--- config.mk ---
export PLATFORM = sky130hd
export DESIGN_NAME = subleq_io_bridge
export DESIGN_NICKNAME = d
export VERILOG_FILES = /design/src/rtl/subleq_io_bridge.sv
export SDC_FILE = /design/constraint.sdc
export NUM_CORES = 1
export LEC_CHECK = 0
export ABC_AREA = 1
export BUFFER_PORTS_ARGS = -buffer_cell sky130_fd_sc_hd__buf_2
export CORE_MARGIN = 2
export CORE_UTILIZATION = 28
export CTS_CLUSTER_DIAMETER = 50
export DETAILED_ROUTE_END_ITERATION = 8
export PLACE_DENSITY_LB_ADDON = 0.3
export SLEW_MARGIN = 20
export SYNTH_ARGS = -nofsm -noshare
export SYNTH_HDL_FRONTEND = slang
export SYNTH_SLANG_ARGS = --single-unit
--- constraint.sdc ---
create_clock -name clk -period 4 [get_ports clk]
set_clock_uncertainty 0.05 [all_clocks]
set_input_delay 0.8 -clock clk [delete_from_list [all_inputs] [get_ports clk]]
set_output_delay 0.8 -clock clk [all_outputs]
set_load 0.02 [all_outputs]
--- src/rtl/subleq_io_bridge.sv ---
// SUBLEQ CPU I/O bridge: routes CPU accesses to RAM or to a small
// memory-mapped I/O window at the top of the address space.
//
// Ports:
//   clk, areset (async, active-low)
//   cpu_load/cpu_addr/cpu_data_out  : CPU bus in
//   cpu_data_in/cpu_halt            : CPU bus out (read data, stall)
//   ext_halt                        : external halt, ORed into cpu_halt
//   mem_addr/mem_wdata/mem_we/mem_rdata : sync single-port RAM
//   out_valid/out_ready/out_data    : output stream (FIFO + skid)
//   in_valid/in_ready/in_data       : input stream (pop strobe)
//   stopped                         : sticky stop flag
//
// Address map (M = all ones):
//   M = STOP, M-1 = OUT, M-2 = IN, M-3 = STAT, below = RAM.
module subleq_io_bridge #(
   parameter int WORD_SIZE = 8,
   parameter int OUT_DEPTH = 4
) (
   input  logic                 clk,
   input  logic                 areset,
   input  logic                 cpu_load,
   input  logic [WORD_SIZE-1:0] cpu_addr,
   input  logic [WORD_SIZE-1:0] cpu_data_out,
   output logic [WORD_SIZE-1:0] cpu_data_in,
   output logic                 cpu_halt,
   input  logic                 ext_halt,
   output logic [WORD_SIZE-1:0] mem_addr,
   output logic [WORD_SIZE-1:0] mem_wdata,
   output logic                 mem_we,
   input  logic [WORD_SIZE-1:0] mem_rdata,
   output logic                 out_valid,
   input  logic                 out_ready,
   output logic [WORD_SIZE-1:0] out_data,
   input  logic                 in_valid,
   output logic                 in_ready,
   input  logic [WORD_SIZE-1:0] in_data,
   output logic                 stopped
);

   localparam int AW = $clog2(OUT_DEPTH);
   localparam logic [AW:0] DEPTH_C = (AW+1)'(OUT_DEPTH);

   localparam logic [WORD_SIZE-1:0] A_STOP = '1;
   localparam logic [WORD_SIZE-1:0] A_OUT  =
      {{(WORD_SIZE-1){1'b1}}, 1'b0};
   localparam logic [WORD_SIZE-1:0] A_IN   =
      {{(WORD_SIZE-2){1'b1}}, 2'b01};
   localparam logic [WORD_SIZE-1:0] A_STAT =
      {{(WORD_SIZE-2){1'b1}}, 2'b00};

   localparam logic [2:0] C_RAM  = 3'd0;
   localparam logic [2:0] C_STAT = 3'd1;
   localparam logic [2:0] C_IN   = 3'd2;
   localparam logic [2:0] C_OUT  = 3'd3;
   localparam logic [2:0] C_STOP = 3'd4;

   logic [2:0]           cls;
   logic [2:0]           rcls_q;
   logic [WORD_SIZE-1:0] io_q;
   logic [WORD_SIZE-1:0] io_d;
   logic [WORD_SIZE-1:0] status;

   logic [WORD_SIZE-1:0] fifo_mem [OUT_DEPTH];
   logic [AW-1:0]        wptr;
   logic [AW-1:0]        rptr;
   logic [AW:0]          count;
   logic                 full;
   logic                 pop;
   logic                 push_en;
   logic [WORD_SIZE-1:0] push_data;
   logic                 skid_load;
   logic                 pend_valid;
   logic [WORD_SIZE-1:0] pend_data;
   logic                 out_st;
   logic                 stop_st;

   // Address class decode
   always_comb begin
      cls = C_RAM;
      case (cpu_addr)
         A_STOP:  cls = C_STOP;
         A_OUT:   cls = C_OUT;
         A_IN:    cls = C_IN;
         A_STAT:  cls = C_STAT;
         default: cls = C_RAM;
      endcase
   end

   assign mem_addr  = cpu_addr;
   assign mem_wdata = cpu_data_out;
   assign mem_we    = !cpu_load && (cls == C_RAM) && !stopped;

   assign out_st  = !cpu_load && (cls == C_OUT) && !stopped;
   assign stop_st = !cpu_load && (cls == C_STOP);

   // Pop strobe is gated by reset so nothing is consumed
   // from the input stream while the bridge is held in reset.
   assign in_ready = areset && cpu_load && (cls == C_IN) && in_valid;

   assign full      = (count == DEPTH_C);
   assign out_valid = (count != '0);
   assign out_data  = fifo_mem[rptr];
   assign pop       = out_valid && out_ready;

   assign cpu_halt = ext_halt | pend_valid | stopped;

   assign status = {{(WORD_SIZE-4){1'b0}},
                    stopped, pend_valid, full, in_valid};

   // I/O read value captured at the access cycle
   always_comb begin
      io_d = '0;
      if (cpu_load) begin
         if (cls == C_IN && in_valid) begin
            io_d = in_data;
         end else if (cls == C_STAT) begin
            io_d = status;
         end
      end
   end

   // RAM data only reaches the CPU once out of reset; the
   // I/O register is cleared by reset, so the output reads 0.
   assign cpu_data_in = (rcls_q == C_RAM && areset) ? mem_rdata : io_q;

   // Skid entry always drains first, so ordering is kept.
   // A store arriving while the skid is occupied is dropped.
   always_comb begin
      push_en   = 1'b0;
      push_data = cpu_data_out;
      skid_load = 1'b0;
      if (pend_valid) begin
         if (!full || pop) begin
            push_en   = 1'b1;
            push_data = pend_data;
         end
      end else if (out_st) begin
         if (!full || pop) begin
            push_en = 1'b1;
         end else begin
            skid_load = 1'b1;
         end
      end
   end

   always_ff @(posedge clk) begin
      if (push_en) begin
         fifo_mem[wptr] <= push_data;
      end
   end

   always_ff @(posedge clk or negedge areset) begin
      if (!areset) begin
         wptr  <= '0;
         rptr  <= '0;
         count <= '0;
      end else begin
         if (push_en) begin
            wptr <= wptr + 1'b1;
         end
         if (pop) begin
            rptr <= rptr + 1'b1;
         end
         case ({push_en, pop})
            2'b10:   count <= count + 1'b1;
            2'b01:   count <= count - 1'b1;
            default: count <= count;
         endcase
      end
   end

   always_ff @(posedge clk or negedge areset) begin
      if (!areset) begin
         pend_valid <= 1'b0;
         pend_data  <= '0;
      end else if (skid_load) begin
         pend_valid <= 1'b1;
         pend_data  <= cpu_data_out;
      end else if (pend_valid && push_en) begin
         pend_valid <= 1'b0;
      end
   end

   always_ff @(posedge clk or negedge areset) begin
      if (!areset) begin
         stopped <= 1'b0;
      end else if (stop_st) begin
         stopped <= 1'b1;
      end
   end

   always_ff @(posedge clk or negedge areset) begin
      if (!areset) begin
         rcls_q <= C_RAM;
         io_q   <= '0;
      end else begin
         rcls_q <= cls;
         io_q   <= io_d;
      end
   end

endmodule

---- After elaboration in Yosys (flattened, before gate mapping) ----
Memory sizes are Yosys's and may differ from the RTL's.
Index checks and enable logic that the tools add are counted.
W data, S select, Z words.
word-level totals
  register bits ........................... 28
  memory bits (writable) .................. 32
  input bits .............................. 38
  output and inout port bits .............. 37
  logic and storage cells ................. 65
  memories kept ........................... 1
cells by class
  add/sub/neg operators ................... 4
  equality and inequality tests ........... 11
  muxes and demuxes ....................... 18
  bitwise logic cells ..................... 2
  reductions and logical operators ........ 21
memory list
  name      depth  bits a word  read ports  clocked after Yosys merged registers in  write ports  RTL line  RTL
  fifo_mem  4      8            1           0                                        1            64        logic [WORD_SIZE-1:0] fifo_mem [OUT_DEPTH];
operators with widths
  kind                   count
  $mux W8                5
  $eq A8 B8 Y1 const B   4
  $logic_and A1 B1 Y1    12
  $pmux W3 S4            1
  $mux W1                10
  $eq A3 B2 Y1 const B   2
  $eq A3 B3 Y1 const B   2
  $logic_not A3 Y1       2
  $pmux W3 S2            1
  $add A2 B1 Y2 const B  2
  $mux W4                1
  $reduce_bool A2 Y1     2
  $add A3 B1 Y3 const B  1
  $eq A3 B1 Y1 const B   1
  $logic_not A1 Y1       3
  $reduce_bool A3 Y1     1
  $sub A3 B1 Y3 const B  1
  $eq A2 B1 Y1 const B   1
  $eq A2 B2 Y1 const B   1
  $or A1 B1 Y1           2
  $logic_or A1 B1 Y1     1

---- Depth between registers and ports, before layout ----
Gate-level depths: netlist (run 1).
  depth in word-level cells ............... 10
  depth in mapped cells ................... 12
  depth with buffers taken out ............ 12

---- Least setup slack after synthesis (run 1) ----
Ideal clock, no wire load.
  path kind ............................... input to output
  from .................................... input cpu_addr[5]
  to ...................................... output in_ready
  arrival time ............................ 1.554 ns
  required time ........................... 3.150 ns
  setup slack ............................. 1.596 ns
  cell stages on the path ................. 4
  path buffers ............................ 0
  cell sequence ........................... nand4_1 nor2_2 nand3_2 nor2_1
on the way
  word-level cells in the longest chain between the ends .. 5
  elaborated cells between the ends (all ways) .. 8
  classes of those cells .................. 5 x eq/ne; 1 x mux; 2 x reduce/logical
RTL lines
  item                                  RTL line  RTL
  from (decl)                           23        input logic [WORD_SIZE-1:0] cpu_addr,
  $eq A8 B8 Y1                          81        case (cpu_addr)
  $pmux W3 S4 (*)                       81
  $eq A3 B2 Y1 (*)                      99        assign in_ready = areset && cpu_load && (cls == C_IN) && in_valid;
  $logic_and A1 B1 Y1 (*) (2 in a row)  99
  to (decl)                             36        output logic in_ready,
Every way passes the cells marked *; elsewhere a longest branch is shown, timed or not.

---- Worst setup path after layout (run 1) ----
  from .................................... register rptr[0]
  to ...................................... output out_data[0]
on the way
  word-level cells in the longest chain between the ends .. 1
RTL lines
  item                    RTL line  RTL
  from (decl)             66        logic [AW-1:0] rptr;
  from (signal assigned)  163       rptr <= rptr + 1'b1;
  $mem_v2 Z4 W8           -
  to (decl)               34        output logic [WORD_SIZE-1:0] out_data,
Every way passes these cells.

==> impl_metrics.py, run 1 <==
metrics = {
    "sta": {
        "fmaxAchievable_mhz": 356,
        "tns_ns": 0,
        "slew_viol_final": 0,
        "fin_crit_sh_pct": 70.2,
        "layout_setup_ws_ns": 1.19,
        "post-route-min-period_ns": 2.81,
        "tightest_slew_ns": 0.777,
        "hold_violations": 0,
        "rsz0062_at_grt": "false",
        "finalSetupViolCount": 0,
        "slew_headroom_pct": 48.0,
    },
    "place": {
        "hpwl_um": 4410,
        "gp_congestion": 0.714,
        "pre_cts_slack_ns": 1.13,
        "port_buffers": 74,
    },
    "clocking": {
        "clock_latency_ns": 0.34,
        "cts-root-buf": "clkbuf_8",
        "cts_setup_buffers": 0,
        "ctsHoldBuffers": 0,
        "htree_levels": 3,
        "clock_sinks": 60,
        "path_clk_slew_ns": 0.07,
        "numCtsBuffers": 9,
        "cts_resized": 0,
        "cts_tree": "built",
        "clockBufferDepth": 2,
    },
    "die": {
        "rows": 37,
        "initial_utilization_pct": 28.3,
        "dieArea_sq_mm": 0.0111,
        "core_sq_mm": 0.0102,
        "die_w_um": 106,
        "io_pins": 75,
        "die_h_um": 106,
    },
    "routing": {
        "postRouteAntennaNets": 0,
        "vias_per_cell": 4.32,
        "drc": 0,
        "wire_per_inst_um": 11.9,
        "drt_pass1_iterations": 4,
        "wl_um": 5960,
        "num_vias": 2161,
        "drt_iter0_markers": 96,
    },
    "setup_path": {
        "start_kind": "flop",
        "critPathMaxFanout": 18,
        "worstSetupPathType": "reg -> out",
        "endpoint_kind": "output port",
        "cp_data_arrival_time_ns": 1.96,
        "cp_data_required_time_ns": 3.15,
    },
    "synth": {
        "synth_top_family_by_area": "simple AND/OR/NAND/NOR gates",
        "synthDistinctLibCells": 30,
        "yosys.area_share.adder_pct": 2.86,
        "synthCells": 297,
        "synthTopCellsByArea": "edfxtp_1, dfrtp_1, nand2_1",
        "ys_seq_elements": 60,
        "yosys.area.top_type_share_pct": 33.3,
        "synth_area_sq_mm": 0.00289,
        "syn_avg_cell_area_sq_um": 9.72,
        "synth_seq_area_share_pct": 57.6,
        "syn-num-nets": 341,
        "synthMuxAreaShare_pct": 0,
        "synth_compound_area_share_pct": 7.85,
        "synth_xor_area_share_pct": 0.910,
        "synthArstFlopShare_pct": 46.7,
        "synthFlopType": "edfxtp_1",
        "synth_top_cell_by_area": "edfxtp_1",
        "synth_edf_count": 32,
        "synthSimpleGateAreaFrac_pct": 21.5,
        "synth_warnings": 0,
    },
    "finish": {
        "multiInputGateArea_sq_um": 957,
        "area_growth_pct": 21.1,
        "drive_gt1_share_pct": 28.6,
        "diodes": 0,
        "final_nets": 403,
        "regArea_sq_mm": 0.00166,
        "fill_cells": 1080,
    },
    "power_and_ir_drop": {
        "p_leak_nw": 1.67,
        "power_frac_seq_pct": 40.6,
        "pwr-share-comb_pct": 26.4,
        "swShare_pct": 34.3,
        "p_switching_w": 0.000625,
        "ir_drop_mv": 0.167,
        "p_int_w": 0.00120,
        "p_per_area_mw_per_mm2": 522,
        "clockPowerShare_pct": 32.9,
    },
    "grt": {
        "track_usage_pct": 11.5,
        "antenna_found_initial": 0,
        "first_global_vias": 2127,
        "grt_pass1_wl_um": 9940,
        "grt-ovfl-total": 0,
        "grt_max_degree": 22,
    },
    "run_status": {
        "status": "complete, no violations",
    },
    "min_path": {
        "hold_path.class": "in -> async",
    },
    "run": {
        "cap_viol_max_count": 0,
    },
}
-- cell usage after synthesis (all sizes together) (2+ instances only) --
cell type  count
nand2         65
nor2          37
edfxtp        32
o21ai         30
dfrtp         28
inv           28
nand3         26
buf           23
o22ai          8
ha             5
nor3           4
a21oi          2
nand4          2
xor2           2
-- power by group through the flow --
stage | clock, W | combinational (W) | sequential [W]
after CTS | 0.000616 | 0.000491 | 0.000743
after global routing | 0.000646 | 0.000539 | 0.000750
after floorplan | 0 | 0.000379 | 0.000713
after global placement | 0 | 0.000480 | 0.000754
final | 0.000601 | 0.000483 | 0.000741
after detailed placement | 0 | 0.000490 | 0.000756
-- cell families (layout without fill, tap and decap cells) --
logic type / after synthesis / in the layout
xor gates and xnor gates: 3 / 3
buffers and inverters: 52 / 119
DFF: 60 / 60
adders and majority gates: 6 / 6
AOI/OAI and AO/OA: 42 / 42
and+or+nand+nor: 134 / 134
-- final cells by class --
class	instances	share of cell area [%]
inverters	28	3.01
multi-input cells	185	27.4
well taps	136	4.87
flip-flops and latches	60	47.5
clock buffers	9	3.54
clock inverters	7	2.83
repair buffers	75	10.8
-- worst paths after layout --
| kind | startpoint | endpoint | slack (ns) | cells after the start |
|---|---|---|---|---|
| max reg2reg | count[0] | count[2] | 1.67 | 9 |
| max in group asynchronous | areset | pend_data[1] | 2.98 | 2 |
| min in group clk | pend_data[2] | pend_data[2] | 0.43 | 2 |
| min | areset | io_q[7] | 0.34 | 1 |
| max | rptr[0] | out_data[0] | 1.19 | 4 |
| min reg2reg | pend_data[2] | pend_data[2] | 0.43 | 2 |
-- worst max-delay path, cell delays in order (launching register included) --
cell and delay (ns):
dfrtp_1 0.68, inv_1 0.39, o21ai_0 0.26, o22ai_1 0.12
buf_2 0.17
-- placed cells by master, fill, tap and decap left out, types with 8 or more instances in the layout --
cell type and n:
inv_1 27, buf_2 74, edfxtp_1 32, o21ai_0 21, nand3_1 23, nor2_1 33
o21ai_1 9, dfrtp_1 28, clkbuf_8 9, o22ai_1 8, nand2_1 62
-- metal layers --
layer  GRT usage (%)  up-vias  wire (um)
met1            14.1     1012       2730
met2            18.8       48       2840
met5               0        -          0
met4            5.08        0        102
met3            3.53        8        280
li1                -     1093          -
-- flip-flops by register name (all words and copies together), names as in the netlist --
signal / cells
wptr: 2
fifo_mem: 32
count: 3
io_q: 8
stopped: 1
pend_valid: 1
rcls_q: 3
rptr: 2
pend_data: 8
-- metrics by stage --
step | utilization (%) | std cells | hold slack (ns) | power [W] | cell area [sq um]
finish | 34.3 | 500 | 0.335 | 0.00182 | 3490
detailed placement | 32.1 | 484 | 0.421 | 0.00125 | 3270
global placement | 32.1 | 484 | 0.414 | 0.00123 | 3270
global route | 34.3 | 500 | 0.336 | 0.00193 | 3490
CTS | 34.3 | 500 | 0.328 | 0.00185 | 3490
floorplan | - | 297 | 0.400 | 0.00109 | 2890
Power figures use the tool's default switching activity.
==> inputs of run 2 (changes only) <==
ABC_AREA = 0   (was 1)
clock period = 2.5 ns   (was 4 ns; I/O delays follow)
==> run 2 against run 1 <==
Compared with the run above:
- power is 57% higher
- final cell count is 23% lower
- largest power group unchanged
- critical path type is now reg -> reg
- setup slack got worse by 0.97 ns
==> impl_metrics.py, run 2 <==
metrics = {
    "finish": {
        "final_common_cell": "buf_2",
        "largest-register": "fifo_mem",
        "diodes": 0,
        "final_area_sq_mm": 0.00343,
        "final_util_pct": 35.6,
        "mostFrequentLayoutCells": "buf_2, edfxtp_1, dfrtp_1",
        "drive_gt1_share_pct": 52.0,
        "top_regs": "fifo_mem (32), io_q (8), pend_data (8)",
        "final_nets": 293,
        "area_growth_pct": 24.8,
        "largest_reg_flops": 32,
    },
    "sta": {
        "slew_headroom_pct": 69.3,
        "hold_violations": 0,
        "slew_viol_final": 0,
        "tns_ns": 0,
        "fin_crit_sh_pct": 91.1,
        "rsz0062_at_grt": "false",
        "fmaxAchievable_mhz": 439,
        "post-route-min-period_ns": 2.28,
        "tightest_slew_ns": 0.460,
        "layout_setup_ws_ns": 0.222,
        "finalSetupViolCount": 0,
    },
    "synth": {
        "synthFlopType": "edfxtp_1",
        "synthArstFlopShare_pct": 46.7,
        "synth_seq_area_share_pct": 60.5,
        "synth_top_cell_by_area": "edfxtp_1",
        "ys_seq_elements": 60,
        "synth_edf_count": 32,
        "syn-num-nets": 221,
        "synthTopCellsByArea": "edfxtp_1, dfrtp_1, mux2_2",
        "synth_area_sq_mm": 0.00275,
        "yosys.area.top_type_share_pct": 35.0,
        "synthDistinctLibCells": 32,
        "syn_avg_cell_area_sq_um": 15.5,
        "synthCells": 177,
        "synth_warnings": 0,
        "synth_common_cells": "edfxtp_1, dfrtp_1, mux2_2",
        "synth_most_common_cell": "edfxtp_1",
    },
    "grt": {
        "grt_max_degree": 30,
        "first_global_vias": 1738,
        "grt-ovfl-total": 0,
        "track_usage_pct": 11.4,
        "grt_pass1_wl_um": 8790,
        "antenna_found_initial": 1,
    },
    "min_path": {
        "hold_path.class": "in -> async",
    },
    "setup_path": {
        "cp_data_required_time_ns": 2.71,
        "start_kind": "flop",
        "max_stage_delay_ns": 0.55,
        "cp_num_buf_inv": 3,
        "critPathMaxFanout": 5,
        "cp_data_arrival_time_ns": 2.49,
        "worstSetupPathType": "reg -> reg",
        "endpoint_kind": "flop",
        "critPathMostFrequentCell": "inv_1",
        "cp_top_family": "simple AND/OR/NAND/NOR gates",
        "slowest_stage": "or4b_4",
        "cp_cell_sequence": "or4b_4 > inv_1 > nor2_1 > inv_1 > ha_1 > inv_1 > fa_1 > xor2_1 > nor2_1 > xor2_1",
        "reg2reg_from": "count[0]",
        "critPathLaunch": "count[0]",
    },
    "power_and_ir_drop": {
        "ir_drop_mv": 0.484,
        "p_per_area_mw_per_mm2": 833,
        "p_leak_nw": 1.55,
    },
    "clocking": {
        "path_clk_slew_ns": 0.08,
        "ctsHoldBuffers": 0,
        "clockBufferDepth": 2,
        "cts-root-buf": "clkbuf_8",
        "cts_setup_buffers": 0,
        "clock_latency_ns": 0.34,
        "htree_levels": 3,
        "numCtsBuffers": 9,
        "clock_sinks": 60,
        "cts_resized": 0,
        "cts_tree": "built",
    },
    "die": {
        "rows": 36,
        "die_w_um": 103,
        "dieArea_sq_mm": 0.0106,
        "io_pins": 75,
        "core_sq_mm": 0.00964,
        "initial_utilization_pct": 28.5,
        "die_h_um": 103,
    },
    "routing": {
        "wl_um": 5450,
        "drt_pass1_iterations": 3,
        "vias_per_cell": 4.13,
        "wire_per_inst_um": 14.1,
        "drc": 0,
        "num_vias": 1597,
        "postRouteAntennaNets": 0,
        "drt_iter0_markers": 64,
    },
    "place": {
        "pre_cts_slack_ns": 0.0718,
        "hpwl_um": 3980,
        "port_buffers": 74,
        "placed_area_sq_mm": 0.00319,
        "gp_congestion": 0.737,
    },
    "run": {
        "cap_viol_max_count": 0,
    },
    "run_status": {
        "status": "complete, no violations",
    },
}
-- run 2: cell types whose count changed in the layout (fill, tap and decap cells not counted), moves of 5 or more --
cell	delta
nand2_1	-58
nor2_1	-26
nand3_1	-22
o21ai_0	-21
inv_1	-17
mux2_2	+17
and2_1	+10
o21ai_1	-9
mux2_4	+8
mux4_2	+8
o22ai_1	-8
buf_4	+5
-- run 2: cell families after synthesis --
group | Yosys count | share of synthesized area [%]
buf+inv | 29 | 6.42
mux | 34 | 18.3
xor+xnor | 7 | 2.23
compound gates | 5 | 1.59
flops | 60 | 60.5
simple gates | 36 | 7.97
fa+ha+maj | 6 | 3.01
-- run 2: layer usage --
layer	GRT usage, %	routed length (um)
met1	12.9	2330
met2	19.6	2790
met3	5.29	280
met4	2.94	51
met5	0	0
-- run 2: cell type report --
class	count	area (sq um)
Multi-Input combinational cell	88	908
Sequential cell	60	1660
Inverter	10	37.5
Fill cell	978	6210
Clock buffer	9	124
Tap cell	133	166
Clock inverter	7	115
Timing Repair Buffer	80	415
-- run 2: report_power, final --
group | total (W) | switching [W] | leakage, nW | internal [W]
sequential | 0.00117 | 0.0000720 | 0.662 | 0.00109
clock | 0.00104 | 0.000378 | 0.115 | 0.000658
combinational | 0.000655 | 0.000349 | 0.773 | 0.000306
-- run 2: worst paths after layout --
path / end / slack [ns] / cells after the start
worst max-delay path: count[2] / 0.22 / 10
worst min-delay path: pend_data[4] / 0.17 / 2
worst max register to register: count[2] / 0.22 / 10
worst min register to register: pend_data[6] / 0.46 / 1
max in group asynchronous: pend_data[0] / 1.95 / 2
min in group clk: io_q[6] / 0.33 / 2
-- run 2: through the flow --
step | hold slack, ns | std cells | total power [W]
finish | 0.165 | 387 | 0.00286
global route | 0.190 | 387 | 0.00301
CTS | 0.179 | 387 | 0.00290
detailed placement | 0.441 | 371 | 0.00186
global placement | 0.438 | 371 | 0.00186
floorplan | 0.154 | 177 | 0.00165
==> inputs of run 3 (changes only) <==
RECOVER_POWER = 50   (was unset)
==> run 3 against run 2 <==
Compared with the run above:
- wire length rose by 0.57%
- sequential cell count did not move
- non-clock buffer count did not move
==> impl_metrics.py, run 3 (same netlist as run 2, synthesis figures left out) <==
metrics = {
    "run_status": {
        "status": "complete, no violations",
    },
    "grt": {
        "first_global_vias": 1738,
        "grt-ovfl-total": 0,
        "track_usage_pct": 11.4,
        "grt_pass1_wl_um": 8790,
        "antenna_found_initial": 1,
        "grt_max_degree": 30,
    },
    "setup_path": {
        "worstSetupPathType": "reg -> reg",
        "cp_data_required_time_ns": 2.51,
        "worstRegToRegCells": 4,
        "critPathLaunch": "count[0]",
        "reg2reg_from": "count[0]",
        "start_kind": "flop",
        "endpoint_kind": "flop",
        "ff2ff_setup_slack_ns": 0.17,
        "endpoint": "fifo_mem[2][5]",
        "cp_data_arrival_time_ns": 2.34,
        "critPathMaxFanout": 8,
        "r2r_end": "fifo_mem[2][5]",
    },
    "die": {
        "die_w_um": 103,
        "core_sq_mm": 0.00964,
        "io_pins": 75,
        "dieArea_sq_mm": 0.0106,
        "die_h_um": 103,
        "rows": 36,
        "initial_utilization_pct": 28.5,
    },
    "min_path": {
        "hold_path.class": "in -> async",
    },
    "power_and_ir_drop": {
        "swShare_pct": 28.1,
        "p_per_area_mw_per_mm2": 841,
        "power_frac_seq_pct": 40.9,
        "p_int_w": 0.00205,
        "clockPowerShare_pct": 36.3,
        "p_leak_nw": 1.47,
        "pwr-share-comb_pct": 22.8,
        "ir_drop_mv": 0.484,
        "p_switching_w": 0.000802,
    },
    "clocking": {
        "cts_tree": "built",
        "htree_levels": 3,
        "ctsHoldBuffers": 0,
        "clockBufferDepth": 2,
        "clock_sinks": 60,
        "cts_resized": 0,
        "cts-root-buf": "clkbuf_8",
        "path_clk_slew_ns": 0.08,
        "clock_latency_ns": 0.34,
        "numCtsBuffers": 9,
        "cts_setup_buffers": 0,
    },
    "sta": {
        "fin_crit_sh_pct": 93.2,
        "tightest_slew_ns": 0.629,
        "fmaxAchievable_mhz": 429,
        "hold_ws_ns": 0.218,
        "slew_headroom_pct": 58.0,
        "slew_viol_final": 0,
        "finalSetupViolCount": 0,
        "hold_violations": 0,
        "tns_ns": 0,
        "post-route-min-period_ns": 2.33,
        "rsz0062_at_grt": "false",
    },
    "run": {
        "cap_viol_max_count": 0,
    },
    "finish": {
        "largest_reg_flops": 32,
        "mostFrequentLayoutCells": "buf_2, edfxtp_1, dfrtp_1",
        "largest-register": "fifo_mem",
        "area_growth_pct": 23.5,
        "drive_gt1_share_pct": 41.3,
        "final_common_cell": "buf_2",
        "final_nets": 293,
        "top_regs": "fifo_mem (32), io_q (8), pend_data (8)",
        "diodes": 0,
    },
    "routing": {
        "postRouteAntennaNets": 0,
        "drt_pass1_iterations": 3,
        "wire_per_inst_um": 14.2,
        "wl_um": 5480,
        "drt_iter0_markers": 73,
        "vias_per_cell": 4.14,
        "drc": 0,
        "num_vias": 1604,
    },
    "place": {
        "hpwl_um": 3980,
        "port_buffers": 74,
        "gp_congestion": 0.737,
    },
}
[run 3: changes by cell type in the layout (fill, tap and decap cells not counted)]
cell      previous run  this run
clkbuf_1             0        24
buf_2               74        53
and2_0               0         6
and2_1              10         4
buf_4                6         3
mux2_1               0         3
mux2_2              17        14
[run 3: critical path, stage by stage (launching register included)]
cell and delay, ns:
dfrtp_1 0.42, or4b_4 0.55, nand2_1 0.09, clkbuf_1 0.49
mux2_1 0.45
[run 3: layout make-up]
type	instances	area [sq um]
fillers	991	6250
flip-flops and latches	60	1660
multi-input cells	88	908
repair buffers	80	378
well taps	133	166
clock buffers	9	124
clock inverters	7	115
inverters	10	37.5
[run 3: metal layers]
| layer | wire [um] | track usage, % |
|---|---|---|
| met1 | 2380 | 12.9 |
| met2 | 2780 | 19.6 |
| met3 | 267 | 5.29 |
| met4 | 51 | 2.94 |
| met5 | 0 | 0 |
[run 3: stage by stage]
stage / std cells / instance area [sq um] / total power, W / worst slack, ns / utilization (%)
after global placement: 371 / 3190 / 0.00186 / 0.112 / 33.1
after CTS: 387 / 3430 / 0.00290 / 0.212 / 35.6
after floorplan: 177 / 2750 / 0.00165 / 0.217 / -
after detailed placement: 371 / 3190 / 0.00186 / 0.0718 / 33.1
after global routing: 387 / 3390 / 0.00300 / 0.0690 / 35.2
final: 387 / 3390 / 0.00285 / 0.171 / 35.2
[run 3: power groups by stage]
| stage | clock [W] | combinational, W | sequential [W] |
|---|---|---|---|
| finish | 0.00104 | 0.000649 | 0.00117 |
| global route | 0.00110 | 0.000725 | 0.00118 |
| CTS | 0.00106 | 0.000674 | 0.00117 |
| detailed placement | 0 | 0.000668 | 0.00119 |
| global placement | 0 | 0.000665 | 0.00119 |
| floorplan | 0 | 0.000500 | 0.00115 |
[run 3: how the worst min path moves through the flow]
stage	start	to	slack, ns	cells past startpoint
after floorplan	areset	count[0]	0.15	0
after global placement	pend_data[6]	pend_data[6]	0.44	1
after detailed placement	pend_data[2]	pend_data[2]	0.44	1
after CTS	areset	pend_data[5]	0.18	2
after global routing	areset	pend_data[4]	0.26	2
final	areset	pend_data[5]	0.22	2
